$ cat config.mk
export PLATFORM = sky130hd
export DESIGN_NAME = dct_transpose_buf_flat
export DESIGN_NICKNAME = d
export VERILOG_FILES = /design/src/rtl/dct_transpose_buf_pkg.sv /design/src/rtl/dct_transpose_buf_if.sv /design/src/rtl/dct_transpose_buf_bank.sv /design/src/rtl/dct_transpose_buf.sv /design/src/flat_wrapper.sv
export SDC_FILE = /design/constraint.sdc
export NUM_CORES = 2
export LEC_CHECK = 0
export CAP_MARGIN = 0
export CELL_PAD_IN_SITES_DETAIL_PLACEMENT = 1
export CELL_PAD_IN_SITES_GLOBAL_PLACEMENT = 1
export CORE_MARGIN = 2
export CORE_UTILIZATION = 35
export DETAILED_ROUTE_END_ITERATION = 12
export PLACE_DENSITY_LB_ADDON = 0.15
export SLEW_MARGIN = 10
export SYNTH_ARGS = -nofsm -noshare
export SYNTH_HDL_FRONTEND = slang
export SYNTH_SLANG_ARGS = --single-unit
$ cat constraint.sdc
create_clock -name clk_i -period 51.9 [get_ports clk_i]
set_input_delay 15.57 -clock clk_i [delete_from_list [all_inputs] [get_ports clk_i]]
set_output_delay 15.57 -clock clk_i [all_outputs]
set_load 0.005 [all_outputs]
$ cat src/rtl/dct_transpose_buf_pkg.sv
// Shared JPEG block constants and coefficient row type.
package jpeg_pkg;
   localparam int BLOCK_SIZE = 8;
   localparam int IDX_W      = 3;
   localparam int COEF_W     = 16;

   typedef logic [BLOCK_SIZE-1:0][COEF_W-1:0] coef_row_t;

   function automatic logic idx_last(input logic [IDX_W-1:0] i);
      return i == IDX_W'(BLOCK_SIZE - 1);
   endfunction
endpackage

$ cat src/rtl/dct_transpose_buf_if.sv
// AXI4-Stream style beat channel used between DCT stages.
interface axi4_stream_if #(
   parameter int DW = 128
) ();
   logic          tvalid;
   logic          tready;
   logic [DW-1:0] tdata;
   logic          tuser;
   logic          tlast;

   modport master (
      output tvalid, tdata, tuser, tlast,
      input  tready
   );

   modport slave (
      input  tvalid, tdata, tuser, tlast,
      output tready
   );
endinterface

$ cat src/rtl/dct_transpose_buf_bank.sv
// One 8x8 coefficient array: row-wide write, combinational column read.
module transpose_bank
   import jpeg_pkg::*;
#(
   parameter int COEF_WIDTH = COEF_W
) (
   input  logic                                    clk_i,
   input  logic                                    i_we,
   input  logic [IDX_W-1:0]                        i_row,
   input  logic [BLOCK_SIZE-1:0][COEF_WIDTH-1:0]   i_wdata,
   input  logic [IDX_W-1:0]                        i_col,
   output logic [BLOCK_SIZE-1:0][COEF_WIDTH-1:0]   o_cdata
);
   logic [BLOCK_SIZE-1:0][COEF_WIDTH-1:0] r_mem [BLOCK_SIZE];

   always_ff @(posedge clk_i) begin
      if (i_we) begin
         r_mem[i_row] <= i_wdata;
      end
   end

   always_comb begin
      o_cdata = '0;
      for (int r = 0; r < BLOCK_SIZE; r++) begin
         o_cdata[r] = r_mem[r][i_col];
      end
   end
endmodule

$ cat src/rtl/dct_transpose_buf.sv
// Ping-pong 8x8 transpose between row and column DCT passes.
module dct_transpose_buf
   import jpeg_pkg::*;
#(
   parameter int COEF_WIDTH = COEF_W
) (
   input  logic          clk_i,
   input  logic          rstn_i,
   axi4_stream_if.slave  row_i,
   axi4_stream_if.master col_o
);
   typedef logic [BLOCK_SIZE-1:0][COEF_WIDTH-1:0] row_t;

   logic [1:0]       r_full;
   logic [1:0]       r_usr;
   logic [1:0]       r_lst;
   logic             r_wr_bank;
   logic             r_rd_bank;
   logic [IDX_W-1:0] r_wr_row;
   logic [IDX_W-1:0] r_rd_col;

   logic [1:0]       w_full_nxt;
   logic             w_wr_hs;
   logic             w_rd_hs;
   logic             w_wr_done;
   logic             w_rd_done;
   row_t             w_cdata [2];

   assign w_wr_hs   = row_i.tvalid && !r_full[r_wr_bank];
   assign w_rd_hs   = r_full[r_rd_bank] && col_o.tready;
   assign w_wr_done = w_wr_hs && idx_last(r_wr_row);
   assign w_rd_done = w_rd_hs && idx_last(r_rd_col);

   for (genvar b = 0; b < 2; b++) begin : g_bank
      transpose_bank #(
         .COEF_WIDTH (COEF_WIDTH)
      ) u_bank (
         .clk_i   (clk_i),
         .i_we    (w_wr_hs && (r_wr_bank == 1'(b))),
         .i_row   (r_wr_row),
         .i_wdata (row_i.tdata),
         .i_col   (r_rd_col),
         .o_cdata (w_cdata[b])
      );
   end

   // Fill and drain always target different banks, so both may apply.
   always_comb begin
      w_full_nxt = r_full;
      if (w_wr_done) begin
         w_full_nxt[r_wr_bank] = 1'b1;
      end
      if (w_rd_done) begin
         w_full_nxt[r_rd_bank] = 1'b0;
      end
   end

   always_ff @(posedge clk_i) begin
      if (!rstn_i) begin
         r_full    <= '0;
         r_usr     <= '0;
         r_lst     <= '0;
         r_wr_bank <= 1'b0;
         r_rd_bank <= 1'b0;
         r_wr_row  <= '0;
         r_rd_col  <= '0;
      end else begin
         r_full <= w_full_nxt;
         if (w_wr_hs) begin
            r_wr_row <= r_wr_row + 1'b1;
            if (r_wr_row == '0) begin
               r_usr[r_wr_bank] <= row_i.tuser;
               r_lst[r_wr_bank] <= row_i.tlast;
            end else begin
               r_lst[r_wr_bank] <= r_lst[r_wr_bank] | row_i.tlast;
            end
            if (w_wr_done) begin
               r_wr_bank <= !r_wr_bank;
            end
         end
         if (w_rd_hs) begin
            r_rd_col <= r_rd_col + 1'b1;
            if (w_rd_done) begin
               r_rd_bank <= !r_rd_bank;
            end
         end
      end
   end

   assign row_i.tready = !r_full[r_wr_bank];
   assign col_o.tvalid = r_full[r_rd_bank];
   assign col_o.tdata  = w_cdata[r_rd_bank];
   assign col_o.tuser  = r_usr[r_rd_bank] && (r_rd_col == '0);
   assign col_o.tlast  = r_lst[r_rd_bank] && idx_last(r_rd_col);
endmodule

$ cat src/flat_wrapper.sv
// flat-port wrapper written by rule: the top's interface ports become plain ports
module dct_transpose_buf_flat import jpeg_pkg::*;
#(
   parameter int COEF_WIDTH = COEF_W
)
  (clk_i, rstn_i, row_i_tvalid, row_i_tdata, row_i_tuser, row_i_tlast, row_i_tready, col_o_tvalid, col_o_tdata, col_o_tuser, col_o_tlast, col_o_tready);
  axi4_stream_if #(.DW(((16) * 8))) row_i_i ();
  axi4_stream_if #(.DW(((16) * 8))) col_o_i ();
  input  logic clk_i;
  input  logic rstn_i;
  input wire logic [$bits(row_i_i.tvalid)-1:0] row_i_tvalid;
  input wire logic [$bits(row_i_i.tdata)-1:0] row_i_tdata;
  input wire logic [$bits(row_i_i.tuser)-1:0] row_i_tuser;
  input wire logic [$bits(row_i_i.tlast)-1:0] row_i_tlast;
  output wire logic [$bits(row_i_i.tready)-1:0] row_i_tready;
  output wire logic [$bits(col_o_i.tvalid)-1:0] col_o_tvalid;
  output wire logic [$bits(col_o_i.tdata)-1:0] col_o_tdata;
  output wire logic [$bits(col_o_i.tuser)-1:0] col_o_tuser;
  output wire logic [$bits(col_o_i.tlast)-1:0] col_o_tlast;
  input wire logic [$bits(col_o_i.tready)-1:0] col_o_tready;
  assign row_i_i.tvalid = row_i_tvalid;
  assign row_i_i.tdata = row_i_tdata;
  assign row_i_i.tuser = row_i_tuser;
  assign row_i_i.tlast = row_i_tlast;
  assign row_i_tready = row_i_i.tready;
  assign col_o_tvalid = col_o_i.tvalid;
  assign col_o_tdata = col_o_i.tdata;
  assign col_o_tuser = col_o_i.tuser;
  assign col_o_tlast = col_o_i.tlast;
  assign col_o_i.tready = col_o_tready;
  dct_transpose_buf #(.COEF_WIDTH(COEF_WIDTH)) u_core (.clk_i(clk_i), .rstn_i(rstn_i), .row_i(row_i_i), .col_o(col_o_i));
endmodule
Word level (Yosys, flattened, before mapping). Memories as Yosys holds them, arrays and structs flattened. Cells that the tools add are included.

Bits of input ports: 134. Latch bits: 0. Output and inout port bits: 132. Word-level logic and storage cells: 102. Memory bits (read-only): 0. Bits in registers: 14. Memories kept: 2. Memory bits (writable): 2048.

Magnitude comparators: 6. Reduce and logical (&&, ||, !) cells: 18. Add/subtract/negate cells: 2. Multiply operators: 0. Bitwise logic cells: 6. Shift-type cells: 0. Divide/modulo/power cells: 0. Mux-type cells: 59. Equality and inequality tests: 2.

Memory list: u_core.g_bank[0].u_bank.r_mem (words 8, bits a word 128, read ports 8, clocked after memory_dff 0, write ports 1, RTL line dct_transpose_buf_bank.sv:14) `logic [BLOCK_SIZE-1:0][COEF_WIDTH-1:0] r_mem [BLOCK_SIZE];`; u_core.g_bank[1].u_bank.r_mem (words 8, bits a word 128, read ports 8, clocked after memory_dff 0, write ports 1, RTL line dct_transpose_buf_bank.sv:14).

Operator list (count): $bmux W16 S3 (16); $mux W128 (3); $mux W16 (16); $mux W1 (16); $logic_and A1 B1 Y1 (10); $add A3 B1 Y3 const B (2); $bwmux W2 (3); $eq A3 B3 Y1 const B (2); $logic_not A3 Y1 (2); $mux W2 (3); $reduce_and A2 Y1 (3); $lt A1 B2 Y1 const B (2); $lt A3 B4 Y1 const B (1); $logic_not A1 Y1 (3); $and A2 B2 Y2 (1); $demux W1 S1 (2); $ge A1 B1 Y1 const B (2); $ge A2 B2 Y1 const B (1); $not A1 Y2 (1); $not A2 Y2 (1); $or A2 B2 Y2 (1); $not A1 Y1 (1); $or A1 B1 Y1 (1).

Logic depth before layout (Yosys ltp).
Depth in word-level cells: 8. Depth in mapped cells: 9. Depth with buffers taken out: 6.

Modules after synthesis. From an unflattened synthesis, not the netlist that was laid out.

Cell total of the unflattened synthesis: 3209. Area, all modules: 80253.2 µm².

Modules (own cells, without submodules): transpose_bank at u_core.g_bank[1].u_bank (times used 1, cells each 1492, area an instance 38996.2 µm², seq. area each 30749.5 µm²); transpose_bank at u_core.g_bank[0].u_bank (times used 1, cells each 1492, area an instance 38992.4 µm², seq. area each 30749.5 µm²); dct_transpose_buf (times used 1, cells each 225, area an instance 2264.7 µm², seq. area each 280.3 µm²).

Worst setup path after synthesis. Ideal clock, no wire load.

Path kind: input -> register. Start point: input row_i_tvalid. End point: memory u_core.g_bank[1].u_bank.r_mem[0][0] (netlist name), enable pin. Setup slack: 22863 ps. Setup time: 929 ps. Required time: 50971 ps. Arrival: 28108 ps. Buffers on the path: 1. Stages: 3. Cells stage by stage: clkbuf_1 -> nand3b_1 -> nor4_1.

Cells in the longest elaborated chain, start to end: 4.

Ends and longest elaborated chain: start: declaration (RTL line flat_wrapper.sv:11) `input wire logic [$bits(row_i_i.tvalid)-1:0] row_i_tvalid;`; $logic_and A1 B1 Y1 (RTL line dct_transpose_buf.sv:29) `assign w_wr_hs = row_i.tvalid && !r_full[r_wr_bank];`; $logic_and A1 B1 Y1 (RTL line dct_transpose_buf.sv:39) `.i_we (w_wr_hs && (r_wr_bank == 1'(b))),`; $mux W1 (RTL line dct_transpose_buf_bank.sv:17) `if (i_we) begin`; $mux W1 (implied by the code) (RTL line dct_transpose_buf_bank.sv:18) `r_mem[i_row] <= i_wdata;`; end: declaration (RTL line dct_transpose_buf_bank.sv:14).

No other way between the ends.

Worst setup path in the final report.
Start point: register u_core.r_rd_col[0]. End point: output col_o_tdata[61].

Cells in the longest elaborated chain, start to end: 5. Elaborated cells on any way between the ends: 7. Classes of those cells: mux (7).

Ends and longest elaborated chain: start: declaration (RTL line dct_transpose_buf.sv:20) `logic [IDX_W-1:0] r_rd_col;`; start signal: assignment (RTL line dct_transpose_buf.sv:82) `r_rd_col <= r_rd_col + 1'b1;`; $bmux W16 S3 (RTL line dct_transpose_buf_bank.sv:25) `o_cdata[r] = r_mem[r][i_col];`; $mux W16 (implied by the code) (RTL line dct_transpose_buf_bank.sv:25); $mux W128 (implied by the code) * (3 in series) (RTL line dct_transpose_buf.sv:92) `assign col_o.tdata = w_cdata[r_rd_bank];`; end: declaration (RTL line flat_wrapper.sv:17) `output wire logic [$bits(col_o_i.tdata)-1:0] col_o_tdata;`.

Every way passes the cells marked *; elsewhere a longest branch is shown, timed or not. The select of a mux whose other input is x is not followed.

==> flow_metrics.tcl <==
set metrics [dict create \
    htree_levels 4 \
    cts_hold_buffers 0 \
    crit_arrival_ps 5980 \
    syn_avg_cell_area_um2 25.6 \
    cts_buffers 218 \
    yosysTopAreaCellShare 0.791 \
    powerDensity_nw_per_um2 38.0 \
    viasPerCell 5.11 \
    yosysWarnings 0 \
    rows 173 \
    irDropWorstVdd_mv 0.0363 \
    final_nets 3557 \
    postSynthCellCount 3033 \
    postCtsSetupRepairBufs 0 \
    crit_required_ps 36330 \
    core_um2 221000 \
    syn_to_final_growth_pct 17.0 \
    gp_congestion 0.704 \
    worstPathCellList "buf_4 -> buf_4 -> buf_4 -> mux4_2 -> mux4_2 -> clkdlybuf4s50_1" \
    die_area_um2 226000 \
    drive_above_1_share 0.275 \
    min_period_ps 21550 \
    synth_edf_count 2048 \
    yosysTopAreaCell "edfxtp_1" \
    cts_buffer_depth 3 \
    crit_top_cell "buf_4" \
    cp_slowest_cell "buf_4" \
    cp-end-kind "output port" \
    grt_pass1_wl_um 273000 \
    r2r_setup_slack_ps 48010 \
    async_reset_ff_frac 0 \
    ys_top_cells_by_count "edfxtp_1, mux4_2, clkbuf_1" \
    vias 33700 \
    synth_fp_nets 3173 \
    first_iter_violations 2470 \
    r2r_cells 5 \
    period_share 0.415 \
    initial_utilization 0.351 \
    synth.area.top_cells "edfxtp_1, mux4_2, mux2i_1" \
    crit_type "reg2out" \
    setup_viol 0 \
    cts-root-buf "clkbuf_16" \
    reg2reg_from "u_core.r_wr_bank" \
    routed_wl_um 187000 \
    synth_most_common_cell "edfxtp_1" \
    fin_worst_skew_ps 55.7 \
    grt-ovfl-total 0 \
    fin_cells 6580 \
    final_max_slew_viol_count 0 \
    ioPinCount 266 \
    cp-start-kind "register" \
    drv_cap 0 \
    placed_cells 6172 \
    hold_viol_final 0 \
    grt_pass1_vias 38200 \
    r2r_end "u_core.g_bank[0].u_bank.r_mem[2][66]" \
    relSlewSlack 0.188 \
    setup_tns_ps 0 \
    die_w_um 475 \
    crit_start "u_core.r_rd_col[0]" \
    hold_depth 2 \
    cts.clk_slew.worst_paths_ps 60 \
    critPathTopFamily "buffers and inverters" \
    cts_resized 0 \
    min_path_type "reg2reg" \
    ant_nets 0 \
    dpl.hpwl_um 103000 \
    route.detailed.drc 0 \
    rsz0062_at_grt "false" \
    tightest_slew_ps 1210 \
    first_pass_iters 5 \
    fmax_mhz 46.4 \
    p_leak_nw 26.8 \
    cp_slowest_stage_delay_ps 930 \
    outcome "finished, final reports clean" \
    clock-sinks 2062 \
    cts_tree "built" \
    routedWlPerCell_um 28.4 \
    yosysSeqAreaShare 0.795 \
    hp-start "u_core.r_usr[1]" \
    synthFlopType "edfxtp_1" \
    grt_max_degree 129 \
    min_to "u_core.r_usr[1]" \
    dieHeight_um 475 \
    ys_ff_latch 2062 \
    portBuffers 265 \
    antenna_found_initial 10 \
    ys_types 36 \
    critPathBufInv 4 \
    path_max_fanout 52 \
    grt_usage 0.168 \
    netlist_area_um2 77700 \
    insertion_delay_ps 880 \
]
==> cell families after synthesis <==
logic type      after synthesis  synth area share
flops                      2062             0.795
mux                         652             0.181
buf+inv                     163            0.0122
simple gates                 82           0.00497
compound gates               65           0.00608
fa+ha+maj                     6          0.000966
xor+xnor                      3          0.000338
==> worst reg2reg max path, cell delays in order (launching register included) <==
cell,delay [ps]
dfxtp_1,390
nor3b_1,630
nand2b_1,380
nor2_4,360
buf_4,730
buf_4,940
==> sequential cells by signal, summed over array words and instances, names as in the netlist <==
| name | count |
|---|---|
| u_core.g_bank.u_bank.r_mem | 2048 |
| u_core.r_rd_col | 3 |
| u_core.r_rd_bank | 1 |
| u_core.r_wr_bank | 1 |
| u_core.r_usr | 2 |
| u_core.r_full | 2 |
| u_core.r_wr_row | 3 |
| u_core.r_lst | 2 |
==> power breakdown <==
group | switching, mW | internal [mW]
clock | 0.653 | 0.873
combinational | 0.0516 | 0.0204
sequential | 0.00451 | 1.85
==> worst max path at each step <==
stage,endpoint,slack [ps],depth (start not counted)
5_1_grt,col_o_tdata[61],29710,6
3_3_place_gp,col_o_tdata[125],31050,6
4_1_cts,col_o_tdata[125],29980,6
6_report,col_o_tdata[61],30350,6
2_1_floorplan,u_core.g_bank[1].u_bank.r_mem[0][0],22860,3
3_5_place_dp,col_o_tdata[125],30920,6
==> per-layer routing <==
metal	wire, µm	share of wire	GRT usage
met2	96500	0.52	0.291
met4	4560	0.024	0.0483
met1	78300	0.42	0.216
met5	8	0.000043	0
met3	7780	0.042	0.0301
==> cell type report <==
type	instances	area (µm²)
Antenna cell	4	10.0
Clock buffer	252	5580
Multi-Input combinational cell	808	15100
Fill cell	20100	130000
Inverter	6	22.5
Tap cell	2975	3720
Sequential cell	2062	61800
Timing Repair Buffer	321	3200
Clock inverter	152	1510
==> cell usage in the layout, fill, tap and decap left out, types with 7 or more instances in the layout <==
cell / n
nand3_1: 7
clkdlybuf4s50_1: 265
nor2_4: 7
nand2_1: 36
clkbuf_16: 218
nor2b_1: 11
clkinvlp_4: 8
bufinv_16: 20
nor3_2: 8
mux4_2: 602
edfxtp_1: 2048
clkinv_2: 47
mux2i_1: 49
o22ai_1: 11
o221ai_1: 22
buf_4: 46
clkbuf_1: 34
clkinv_16: 8
a21oi_1: 11
buf_12: 10
clkinv_1: 58
dfxtp_1: 10
==> metrics by stage <==
step | hold WS, ps | utilization | setup slack, ps | power (mW) | area (µm²)
floorplan | 485 | - | 22860 | 1.91 | 77700
global placement | 498 | 0.379 | 31050 | 1.96 | 83900
detailed placement | 517 | 0.379 | 30920 | 1.97 | 83900
CTS | 536 | 0.411 | 29980 | 3.51 | 90900
global route | 565 | 0.411 | 29710 | 3.57 | 91000
finish | 527 | 0.411 | 30350 | 3.46 | 91000
(Power assumes the default switching activity.)
